$ cat src/rtl/if_stage.sv
// Instruction-fetch stage: word-addressed PC register feeding instruction memory, plus the IF/ID register.
// Optional jump pre-decode is enabled by defining IF_JUMP_PREDECODE_EN.
module if_stage #(
   parameter logic [31:0] RESET_PC = 32'h0000_0000,
   parameter logic [5:0]  J_OPCODE = 6'b100110
) (
   input  logic        clk,
   input  logic        rst,
   input  logic        stall,
   input  logic        flush,
   input  logic        redirect_en,
   input  logic [31:0] redirect_target,
   output logic [31:0] imem_adr,
   input  logic [31:0] imem_dout,
   output logic [31:0] if_id_instr,
   output logic [31:0] if_id_pc1,
   output logic        if_id_valid,
   output logic        if_id_jtaken
);

   logic [31:0] pc_reg, pc_next, pc_plus1;
   logic [31:0] instr_reg, instr_next;
   logic [31:0] pc1_reg, pc1_next;
   logic        valid_reg, valid_next;
   logic        jtaken_reg, jtaken_next;
   logic        bubble, capture, is_jump;
   logic [31:0] jump_target;

   assign pc_plus1 = pc_reg + 32'd1;
   assign bubble   = redirect_en | flush;
   assign capture  = ~bubble & ~stall;

`ifdef IF_JUMP_PREDECODE_EN
   // Jump target keeps the upper bits of the fall-through PC, like a MIPS-style region jump.
   assign is_jump     = capture & (imem_dout[31:26] == J_OPCODE);
   assign jump_target = {pc_plus1[31:26], imem_dout[25:0]};
`else
   logic unused_jopcode;
   assign unused_jopcode = ^J_OPCODE;
   assign is_jump        = 1'b0;
   assign jump_target    = pc_plus1;
`endif

   always_comb begin
      pc_next     = pc_plus1;
      instr_next  = imem_dout;
      pc1_next    = pc_plus1;
      valid_next  = 1'b1;
      jtaken_next = is_jump;

      // A flush without redirect holds PC so the same address is refetched.
      if (redirect_en)
         pc_next = redirect_target;
      else if (stall || flush)
         pc_next = pc_reg;
      else if (is_jump)
         pc_next = jump_target;

      if (bubble) begin
         instr_next  = 32'h0;
         pc1_next    = 32'h0;
         valid_next  = 1'b0;
         jtaken_next = 1'b0;
      end else if (stall) begin
         instr_next  = instr_reg;
         pc1_next    = pc1_reg;
         valid_next  = valid_reg;
         jtaken_next = jtaken_reg;
      end
   end

   always_ff @(posedge clk) begin
      if (rst) begin
         pc_reg     <= RESET_PC;
         instr_reg  <= 32'h0;
         pc1_reg    <= 32'h0;
         valid_reg  <= 1'b0;
         jtaken_reg <= 1'b0;
      end else begin
         pc_reg     <= pc_next;
         instr_reg  <= instr_next;
         pc1_reg    <= pc1_next;
         valid_reg  <= valid_next;
         jtaken_reg <= jtaken_next;
      end
   end

   assign imem_adr     = pc_reg;
   assign if_id_instr  = instr_reg;
   assign if_id_pc1    = pc1_reg;
   assign if_id_valid  = valid_reg;
   assign if_id_jtaken = jtaken_reg;

endmodule

$ cat config.mk
export PLATFORM = sky130hd
export DESIGN_NAME = if_stage
export DESIGN_NICKNAME = d
export VERILOG_FILES = /design/src/rtl/if_stage.sv
export SDC_FILE = /design/constraint.sdc
export NUM_CORES = 1
export LEC_CHECK = 0
export ABC_AREA = 1
export CAP_MARGIN = 0
export CORE_ASPECT_RATIO = 1.1
export CORE_MARGIN = 2
export CORE_UTILIZATION = 45
export DETAILED_ROUTE_END_ITERATION = 8
export PLACE_DENSITY = 0.91
export SYNTH_ARGS = -nofsm -noshare
export SYNTH_HDL_FRONTEND = slang
export SYNTH_SLANG_ARGS = --single-unit
$ cat constraint.sdc
create_clock -name clk -period 1.9 [get_ports clk]
set_clock_uncertainty 0.2 [all_clocks]
set_input_delay 0.285 -clock clk [delete_from_list [all_inputs] [get_ports clk]]
set_output_delay 0.285 -clock clk [all_outputs]
set_load 0.03 [all_outputs]
# [Yosys cells after proc, flatten, opt, wreduce, memory -nomap -nowiden]
# Cells that the tools add are included.
[classes] addsub=1 n_mul=0 div=0 magnitude_cmp=0 eq_ne=1 shift=0 mux=2 bitwise_logic=1 n_reduce_logical=2
[ops] cell="two-way mux 32 bit" n=2
[ops] cell="adder 32 x 1 -> 32 bit (second input constant)" n=1
[ops] cell="inequality test 2 bit (second input constant)" n=1
[ops] cell="OR reduction 2 bit" n=1
[ops] cell="logical OR 1 bit" n=1
[ops] cell="OR 1 bit" n=1
[word_totals] regBits=97 latchBits=0 mem_bits_rw=0 mem_bits_ro=0 in_bits=69 out_inout_bits=98 n_memories=0

# [Logic depth before layout (Yosys ltp)]
# Gate-level depths: netlist of the first run.
[logic_depth] depth_word=3 depth_mapped=10

# [Least setup slack after synthesis of the first run]
# Ideal clock, no wire load.
[synth_path] path_kind="register -> register" from="register pc_reg[1], in the netlist imem_adr[1]" to="register pc1_reg[26], in the netlist if_id_pc1[26]" setup_time_ns=0.113 arrival_time_ns=1.590 t_required_ns=1.587 setup_slack_ns=-0.003 path_stages_with_launch=11 period_less_slack_ns=1.903 cell_sequence="dfxtp_1 ha_1 nand2_2 nor2_8 nand3_1 inv_1 nand2_1 nand2_1 nand2_1 o21ai_1 inv_1"
[synth_between] elab_chain_cells=1
[synth_lines] item="start, declared" line="21" rtl="logic [31:0] pc_reg, pc_next, pc_plus1;"
[synth_lines] item="start signal, assigned" line="80" rtl="pc_reg <= pc_next;"
[synth_lines] item="adder 32 x 1 -> 32 bit" line="29" rtl="assign pc_plus1 = pc_reg + 32'd1;"
[synth_lines] item="end signal, assigned" line="82" rtl="pc1_reg <= pc1_next;"
[synth_lines] item="end, declared" line="23" rtl="logic [31:0] pc1_reg, pc1_next;"
# No other way between the ends.
# A chain may end at the register's enable or synchronous reset.

# [Worst setup path in the final report of the first run]
[layout_path] from="register pc1_reg[9], in the netlist if_id_pc1[9]" to="output if_id_pc1[9]"
[layout_rtl] item="end, declared" line="16" rtl="output logic [31:0] if_id_pc1,"
# No word-level cell between the ends.

==> results of run 1 <==
-- where the power goes --
group          total, uW  switching (uW)  leakage, uW  internal [uW]
logic                770             440      0.00224            330
clock network       2000             838     0.000154           1170
registers           2170            70.9     0.000793           2100
total               4950            1350      0.00319           3600
-- metrics by stage --
step                      setup TNS [ns]  hold WS (ns)  setup WS, ns  std cells
after global routing           -0.008890        0.1862     -0.008890        984
after floorplan                        0        0.2296       0.03353        691
final                                  0        0.1623       0.02271        984
after CTS                              0        0.1664       0.01670        983
after global placement                 0        0.2516       0.04550        967
after detailed placement               0        0.2563      0.002513        967
-- state kept, by name (all words and copies together), names as in the netlist --
| register | flops |
|---|---|
| imem_adr | 32 |
| if_id_instr | 32 |
| if_id_pc1 | 32 |
| if_id_valid | 1 |
-- logic make-up (layout without fill, tap and decap cells) --
group | count (synthesis) | count (layout) | synth area share [%]
AND/OR/NAND/NOR | 333 | 333 | 30.30
flip-flops | 97 | 97 | 41.43
adder cells (fa/ha/maj) | 1 | 1 | 0.2669
buffers and inverters | 113 | 283 | 9.450
AO/OA/AOI/OAI | 131 | 131 | 15.51
XOR/XNOR | 15 | 15 | 2.963
other | 1 | 1 | 0.08001
-- timing repair --
item,in CTS,in global routing
resized for setup,32,19
buffers inserted,0,1
pin swaps,0,4
endpoints found under the setup margin,32,21
hold buffers,0,0
-- cell type report --
type	count	area (um2)	area share (%)
well taps	123	153.9	2.239
multi-input cells	481	2335	33.97
repair buffers	185	1797	26.14
flip-flops and latches	97	1951	28.38
clock buffers	9	225.2	3.277
inverters	82	307.8	4.478
clock inverters	7	103.9	1.511
-- per-layer routing --
layer / vias to the layer above / global-route usage [%] / wire length [um]
li1: 2487 / - / -
met1: 2270 / 30.19 / 5826
met2: 218 / 44.50 / 6931
met3: 36 / 5.359 / 1271
met4: 0 / 11.89 / 473
met5: - / 0 / 0
-- layout by cell type (no fill, tap or decap), drive strengths merged, types with 3 or more instances in the layout --
cell,count
inv,83
nand3,21
clkdlybuf4s50,126
dfxtp,97
clkbuf,9
a21o,3
nor2,94
dlymetal6s2s,6
a22o,6
nand2,216
o21ai,50
xor2,10
dlygate4sd2,32
a21oi,62
buf,21
xnor2,5
a31oi,7
-- final timing paths --
check	slack, ns	endpoint	cells after the start	start
worst max-delay path	0.02	if_id_pc1[9]	1	if_id_pc1[9]
worst min register to register	0.26	if_id_pc1[1]	2	if_id_pc1[1]
worst min-delay path	0.16	if_id_pc1[9]	3	stall
worst max register to register	0.13	if_id_pc1[23]	10	imem_adr[0]
==> impl_summary.log, run 1 <==
INFO  metric pin_count = 167
INFO  metric crit_path_cell_trace = clkdlybuf4s50_1
INFO  metric syn_avg_cell_area = 6.783 um2
INFO  metric power_leakage = 0.003185 uW
INFO  metric cts_buffers = 9
INFO  metric antenna_left = 0
INFO  metric hold_violations = 0
INFO  metric dieHeight = 111.0 um
INFO  metric detail_route.iter0.violations = 245
INFO  metric finalNetCount = 926
INFO  metric first_global_vias = 4793
INFO  metric max_freq = 532.7 MHz
INFO  metric final_design_area_no_fill = 6873 um2
INFO  metric clk_transition_reported_paths = 0.07 ns
INFO  metric dieArea = 11250 um2
INFO  metric floorplan.initialDensity = 45.74%
INFO  metric run_status = complete, no violations
INFO  metric filler_cell_count = 856
INFO  metric yosysTopAreaCell = sky130_fd_sc_hd__dfxtp_1
INFO  metric crit_buf_inv = 1
INFO  metric ys_top_cells_by_area = sky130_fd_sc_hd__dfxtp_1 41%, sky130_fd_sc_hd__nand2_1 17%, sky130_fd_sc_hd__nor2_1 6.7%
INFO  metric postPlaceCellArea = 6524 um2
INFO  metric rows = 39
INFO  metric worst_path_max_delay_cell = sky130_fd_sc_hd__clkdlybuf4s50_1
INFO  metric die_w = 101.3 um
INFO  metric critPathArrivalTime = 1.39 ns
INFO  metric grt.total_usage = 25.83%
INFO  metric power.ir.vdd_worst = 0.3899 mV
INFO  metric top_area_cell_type_share_of_the_netlist_area = 41.43%
INFO  metric routed_wire_length_per_instance = 14.74 um
INFO  metric post-route-util = 67.07%
INFO  metric drt_pass_1_iters = 8
INFO  metric cts_tree = done
INFO  metric core_area = 10250 um2
INFO  metric cp_data_required_time = 1.41 ns
INFO  metric netlist_area = 4687 um2
INFO  metric route.final.wire_length = 14.50 mm
INFO  metric cell_at_the_root_of_the_clock_tree = sky130_fd_sc_hd__clkbuf_16
INFO  metric grt_first_pass_wirelength = 22.81 mm
INFO  metric postSynthNetCount = 761
INFO  metric antenna_cells = 0
INFO  metric critical_path.max_fanout = 2
INFO  metric hpwlAfterDp = 10.79 mm
INFO  metric maximum_number_of_pins_on_one_net_before_global_route_repair = 48
INFO  metric critical-path-top-delay-family = buffers and inverters
INFO  metric critical_path.endpoint_type = primary output
INFO  metric timing_max_transition_violations_final = 0
INFO  metric layout_worst_path_cycle_share = 98.80%
INFO  metric cts_sinks = 97
INFO  metric antenna_violations_before_repair = 0
INFO  metric final.min_clock_period = 1.877 ns
INFO  metric synth-async-reset-ratio = 0%
INFO  metric critPathKind = reg2out
INFO  metric dr_total_vias = 5011
INFO  metric netlist-cell-type-count = 34
INFO  metric synth_top_cells_by_count = 207 x sky130_fd_sc_hd__nand2_1, 97 x sky130_fd_sc_hd__dfxtp_1, 84 x sky130_fd_sc_hd__nor2_1, 79 x sky130_fd_sc_hd__inv_1, 59 x sky130_fd_sc_hd__a21oi_1
INFO  metric class_of_the_tightest_hold_or_removal_check = in2reg
INFO  metric ys.flop_type = sky130_fd_sc_hd__dfxtp_1
INFO  metric gp_congestion = 0.9754
INFO  metric setup_viol = 0
INFO  metric detail_route.drc_violations = 0
INFO  metric postSynthRegisterBits = 97
INFO  metric synth-seq-area-share = 41.43%
INFO  metric slowest_delay = 0.71 ns
INFO  metric gate_count_after_technology_mapping = 691
INFO  metric synth-edff-count = 0
INFO  metric critPathLaunchType = register
INFO  metric insertion_delay_of_the_later_clocked_pin_in_the_worst_skew_pair = 0.35 ns
INFO  metric max_capacitance_violation_count = 0
INFO  metric power_per_cell_area = 720.1 nW/um2
INFO  metric buffer_ports.inserted = 165
INFO  metric area.growth.synth_to_final = 46.64%
INFO  metric post_route_cells_drive_above_1_share = 9.059%
INFO  metric synth.most_common_cell = sky130_fd_sc_hd__nand2_1
INFO  metric h-tree-depth = 3
INFO  metric cts_buffer_depth = 2
INFO  metric totalPowerFinal = 4949 uW
INFO  metric routed_via_density = 5.092
INFO  metric synth.yosys.warnings = 0
INFO  metric gr-total-overflow = 0
Power figures use the tool's default switching activity.
==> inputs of run 2 (changes only) <==
- clock period: 1.9 -> 2.4 ns (I/O delays scaled with it)
==> impl_summary.log, run 2 (synthesis results as in run 1) <==
INFO  metric first_global_vias = 4669
INFO  metric cts_buffer_depth = 2
INFO  metric route.final.wire_length = 14.26 mm
INFO  metric crit_path_cell_trace = clkdlybuf4s50_1
INFO  metric detail_route.iter0.violations = 317
INFO  metric critPathArrivalTime = 1.57 ns
INFO  metric antenna_violations_before_repair = 0
INFO  metric critical_path.endpoint_type = primary output
INFO  metric buffer_ports.inserted = 165
INFO  metric critical-path-top-delay-family = buffers and inverters
INFO  metric pin_count = 167
INFO  metric core_area = 10250 um2
INFO  metric dr_total_vias = 4924
INFO  metric fin_hold_ws = 0.2062 ns
INFO  metric clk_transition_reported_paths = 0.07 ns
INFO  metric grt.total_usage = 25.52%
INFO  metric post_route_cells_drive_above_1_share = 6.021%
INFO  metric cts_buffers = 9
INFO  metric die_w = 101.3 um
INFO  metric hpwlAfterDp = 10.38 mm
INFO  metric filler_cell_count = 858
INFO  metric gr-total-overflow = 0
INFO  metric power_leakage = 0.002877 uW
INFO  metric run_status = complete, no violations
INFO  metric worst_setup_path_startpoint = imem_adr[15]
INFO  metric antenna_left = 0
INFO  metric power.ir.vdd_worst = 0.3116 mV
INFO  metric h-tree-depth = 3
INFO  metric floorplan.initialDensity = 45.74%
INFO  metric gp_congestion = 0.9887
INFO  metric power_per_cell_area = 576.1 nW/um2
INFO  metric slowest_delay = 0.73 ns
INFO  metric post_cts_resize_count = 0
INFO  metric critPathKind = reg2out
INFO  metric insertion_delay_of_the_later_clocked_pin_in_the_worst_skew_pair = 0.34 ns
INFO  metric dieHeight = 111.0 um
INFO  metric setup_viol = 0
INFO  metric cts_sinks = 97
INFO  metric max_freq = 469.9 MHz
INFO  metric worst_slew_margin_rel = 54.30%
INFO  metric antenna_cells = 0
INFO  metric postCtsSetupBuffers = 0
INFO  metric cts_tree = done
INFO  metric postCtsHoldBufs = 0
INFO  metric r2r_slack = 0.46 ns
INFO  metric final.setup.worst_slack = 0.2720 ns
INFO  metric dieArea = 11250 um2
INFO  metric timing_max_transition_violations_final = 0
INFO  metric maximum_number_of_pins_on_one_net_before_global_route_repair = 73
INFO  metric crit_buf_inv = 1
INFO  metric class_of_the_tightest_hold_or_removal_check = in2reg
INFO  metric regArea = 1942 um2
INFO  metric final.min_clock_period = 2.128 ns
INFO  metric fin_setup_tns = 0 ns
INFO  metric critPathLaunchType = register
INFO  metric rr_startpoint = imem_adr[1]
INFO  metric mostFrequentLayoutCells = 206 x sky130_fd_sc_hd__nand2_1, 164 x sky130_fd_sc_hd__clkdlybuf4s50_1, 97 x sky130_fd_sc_hd__dfxtp_1
INFO  metric totalPowerFinal = 3882 uW
INFO  metric placement.setup.worst_slack = 0.2083 ns
INFO  metric hp-start = stall
INFO  metric critical_path.max_fanout = 5
INFO  metric grt_setup_unrepaired = false
INFO  metric multi_input_comb_area = 2305 um2
INFO  metric finalNetCount = 913
INFO  metric hold_violations = 0
INFO  metric detail_route.drc_violations = 0
INFO  metric max_capacitance_violation_count = 0
INFO  metric layout_worst_path_cycle_share = 88.67%
INFO  metric cell_at_the_root_of_the_clock_tree = sky130_fd_sc_hd__clkbuf_16
INFO  metric routed_wire_length_per_instance = 14.70 um
INFO  metric final_common_cell = sky130_fd_sc_hd__nand2_1
INFO  metric worst_path_max_delay_cell = sky130_fd_sc_hd__clkdlybuf4s50_1
INFO  metric drt_pass_1_iters = 5
INFO  metric rows = 39
INFO  metric area.growth.synth_to_final = 43.78%
INFO  metric routed_via_density = 5.076
INFO  metric grt_first_pass_wirelength = 22.58 mm
INFO  metric cp_data_required_time = 1.84 ns
INFO  metric worst_slew_pin_slew = 0.6855 ns
==> run 2: cell count changes in the layout (fill, tap and decap cells not counted), moves of 2 or more <==
cell and change:
sky130_fd_sc_hd__dfxtp_2 -7, sky130_fd_sc_hd__clkinv_4 -2, sky130_fd_sc_hd__nor2_1 +2, sky130_fd_sc_hd__buf_4 -12, sky130_fd_sc_hd__dlygate4sd2_1 -32, sky130_fd_sc_hd__dlymetal6s2s_1 -6
sky130_fd_sc_hd__clkdlybuf4s50_1 +38, sky130_fd_sc_hd__dfxtp_1 +7, sky130_fd_sc_hd__nor2_2 -2
==> run 2: metal layers <==
layer	vias up	track usage (%)	part of all wire, %
li1	2454	-	-
met1	2214	30.73	39
met2	233	44.55	49
met3	23	4.477	9.7
met4	0	9.730	2.2
met5	-	0	0
==> run 2: power breakdown <==
part           internal (uW)  leakage (uW)  switching, uW  total (uW)
registers               1660      0.000791           61.1        1730
logic                    268       0.00193            340         608
clock network            940      0.000152            609        1550
==> run 2: tightest hold or removal path: stages <==
cell	delay, ns
sky130_fd_sc_hd__buf_2	0.20
sky130_fd_sc_hd__nand2_1	0.09
sky130_fd_sc_hd__a21oi_1	0.05
==> run 2: area by class of cell <==
type | count | area share, %
Timing Repair Buffer | 172 | 25.40
Multi-Input combinational cell | 481 | 34.20
Sequential cell | 97 | 28.82
Clock inverter | 4 | 1.133
Tap cell | 123 | 2.284
Inverter | 82 | 4.567
Clock buffer | 11 | 3.602
==> run 2: path summary, 6_finish.rpt <==
check,endpoint,cells after the start
worst max-delay path,imem_adr[15],1
worst min-delay path,if_id_pc1[1],3
worst max register to register,imem_adr[10],7
worst min register to register,if_id_pc1[1],2
==> run 2: per-stage QoR <==
stage	cell area, um2	cells	util, %
CTS	6739	970	65.76
floorplan	4687	691	-
global route	6739	970	65.76
finish	6739	970	65.76
global placement	6420	955	62.65
detailed placement	6420	955	62.65
==> inputs of run 3 (changes only) <==
- clock period: 2.4 -> 2.45 ns (I/O delays scaled with it)
==> impl_summary.log, run 3 (synthesis results as in run 1) <==
INFO  metric max_capacitance_violation_count = 0
INFO  metric critical-path-top-delay-family = buffers and inverters
INFO  metric cell_at_the_root_of_the_clock_tree = sky130_fd_sc_hd__clkbuf_16
INFO  metric hold_violations = 0
INFO  metric insertion_delay_of_the_later_clocked_pin_in_the_worst_skew_pair = 0.35 ns
INFO  metric detail_route.drc_violations = 0
INFO  metric cts_buffers = 9
INFO  metric power.ir.vdd_worst = 0.4016 mV
INFO  metric area.growth.synth_to_final = 43.38%
INFO  metric power_per_cell_area = 555.1 nW/um2
INFO  metric max_freq = 463.8 MHz
INFO  metric final_common_cell = sky130_fd_sc_hd__nand2_1
INFO  metric crit_path_cell_trace = clkdlybuf4s50_1
INFO  metric drt_pass_1_iters = 5
INFO  metric routed_wire_length_per_instance = 14.79 um
INFO  metric cp_data_required_time = 1.88 ns
INFO  metric critical_path.endpoint_type = primary output
INFO  metric critical_path.max_fanout = 5
INFO  metric rows = 39
INFO  metric crit_buf_inv = 1
INFO  metric run_status = complete, no violations
INFO  metric grt.total_usage = 25.74%
INFO  metric die_w = 101.3 um
INFO  metric antenna_left = 0
INFO  metric dieArea = 11250 um2
INFO  metric postCtsSetupBuffers = 0
INFO  metric final.min_clock_period = 2.156 ns
INFO  metric critPathKind = reg2out
INFO  metric clk_transition_reported_paths = 0.07 ns
INFO  metric layout_worst_path_cycle_share = 88.01%
INFO  metric critPathLaunchType = register
INFO  metric power_leakage = 0.002868 uW
INFO  metric cts_sinks = 97
INFO  metric route.final.wire_length = 14.35 mm
INFO  metric detail_route.iter0.violations = 337
INFO  metric critPathArrivalTime = 1.59 ns
INFO  metric postCtsHoldBufs = 0
INFO  metric cts_tree = done
INFO  metric finalNetCount = 912
INFO  metric antenna_violations_before_repair = 0
INFO  metric maximum_number_of_pins_on_one_net_before_global_route_repair = 73
INFO  metric post_cts_resize_count = 0
INFO  metric cts_buffer_depth = 2
INFO  metric worst_path_max_delay_cell = sky130_fd_sc_hd__clkdlybuf4s50_1
INFO  metric worst_slew_margin_rel = 54.31%
INFO  metric class_of_the_tightest_hold_or_removal_check = in2reg
INFO  metric post_route_cells_drive_above_1_share = 6.021%
INFO  metric totalPowerFinal = 3730 uW
INFO  metric gr-total-overflow = 0
INFO  metric grt_first_pass_wirelength = 22.74 mm
INFO  metric dr_total_vias = 4967
INFO  metric floorplan.initialDensity = 45.74%
INFO  metric grt_setup_unrepaired = false
INFO  metric setup_viol = 0
INFO  metric core_area = 10250 um2
INFO  metric fin_setup_tns = 0 ns
INFO  metric h-tree-depth = 3
INFO  metric routed_via_density = 5.121
INFO  metric slowest_delay = 0.74 ns
INFO  metric hpwlAfterDp = 10.55 mm
INFO  metric antenna_cells = 0
INFO  metric gp_congestion = 0.9891
INFO  metric timing_max_transition_violations_final = 0
INFO  metric mostFrequentLayoutCells = 206 x sky130_fd_sc_hd__nand2_1, 164 x sky130_fd_sc_hd__clkdlybuf4s50_1, 97 x sky130_fd_sc_hd__dfxtp_1
INFO  metric worst_slew_pin_slew = 0.6854 ns
INFO  metric dieHeight = 111.0 um
INFO  metric first_global_vias = 4733
INFO  metric pin_count = 167
INFO  metric buffer_ports.inserted = 165
-- run 3: area by class of cell --
class | instances | area [um2]
Clock buffer | 12 | 256.5
Fill cell | 870 | 3527
Clock inverter | 4 | 51.30
Timing Repair Buffer | 171 | 1704
Inverter | 82 | 307.8
Multi-Input combinational cell | 481 | 2305
Sequential cell | 97 | 1942
Tap cell | 123 | 153.9
-- run 3: layer usage --
metal	share of wire, %	global-route usage (%)	vias to the layer above
met5	0.25	0	-
met4	3.0	11.71	2
met3	9.7	5.549	30
met2	48	43.80	245
met1	39	30.54	2237
li1	-	-	2453
-- run 3: through the flow --
stage | hold WS [ns] | setup slack (ns) | area, um2 | utilization (%) | instances
final | 0.2385 | 0.2938 | 6720 | 65.58 | 970
after floorplan | 0.3121 | 0.5467 | 4687 | - | 691
after global routing | 0.2753 | 0.2773 | 6720 | 65.58 | 970
after CTS | 0.2268 | 0.2914 | 6720 | 65.58 | 970
after detailed placement | 0.2551 | 0.2503 | 6412 | 62.58 | 954
after global placement | 0.2510 | 0.3468 | 6412 | 62.58 | 954
-- run 3: power breakdown --
group          internal [uW]  switching [uW]  leakage (uW)  total [uW]
sequential              1630            60.5      0.000791        1690
combinational            262             332       0.00193         594
clock                    848             598      0.000149        1450
-- run 3: worst paths after layout --
kind                   from              to  slack [ns]  cells after the start
min reg2reg  if_id_instr[7]  if_id_instr[7]        0.26                      2
min                   stall    if_id_pc1[9]        0.24                      3
max            imem_adr[15]    imem_adr[15]        0.29                      1
max reg2reg     imem_adr[1]    imem_adr[16]        0.48                      8
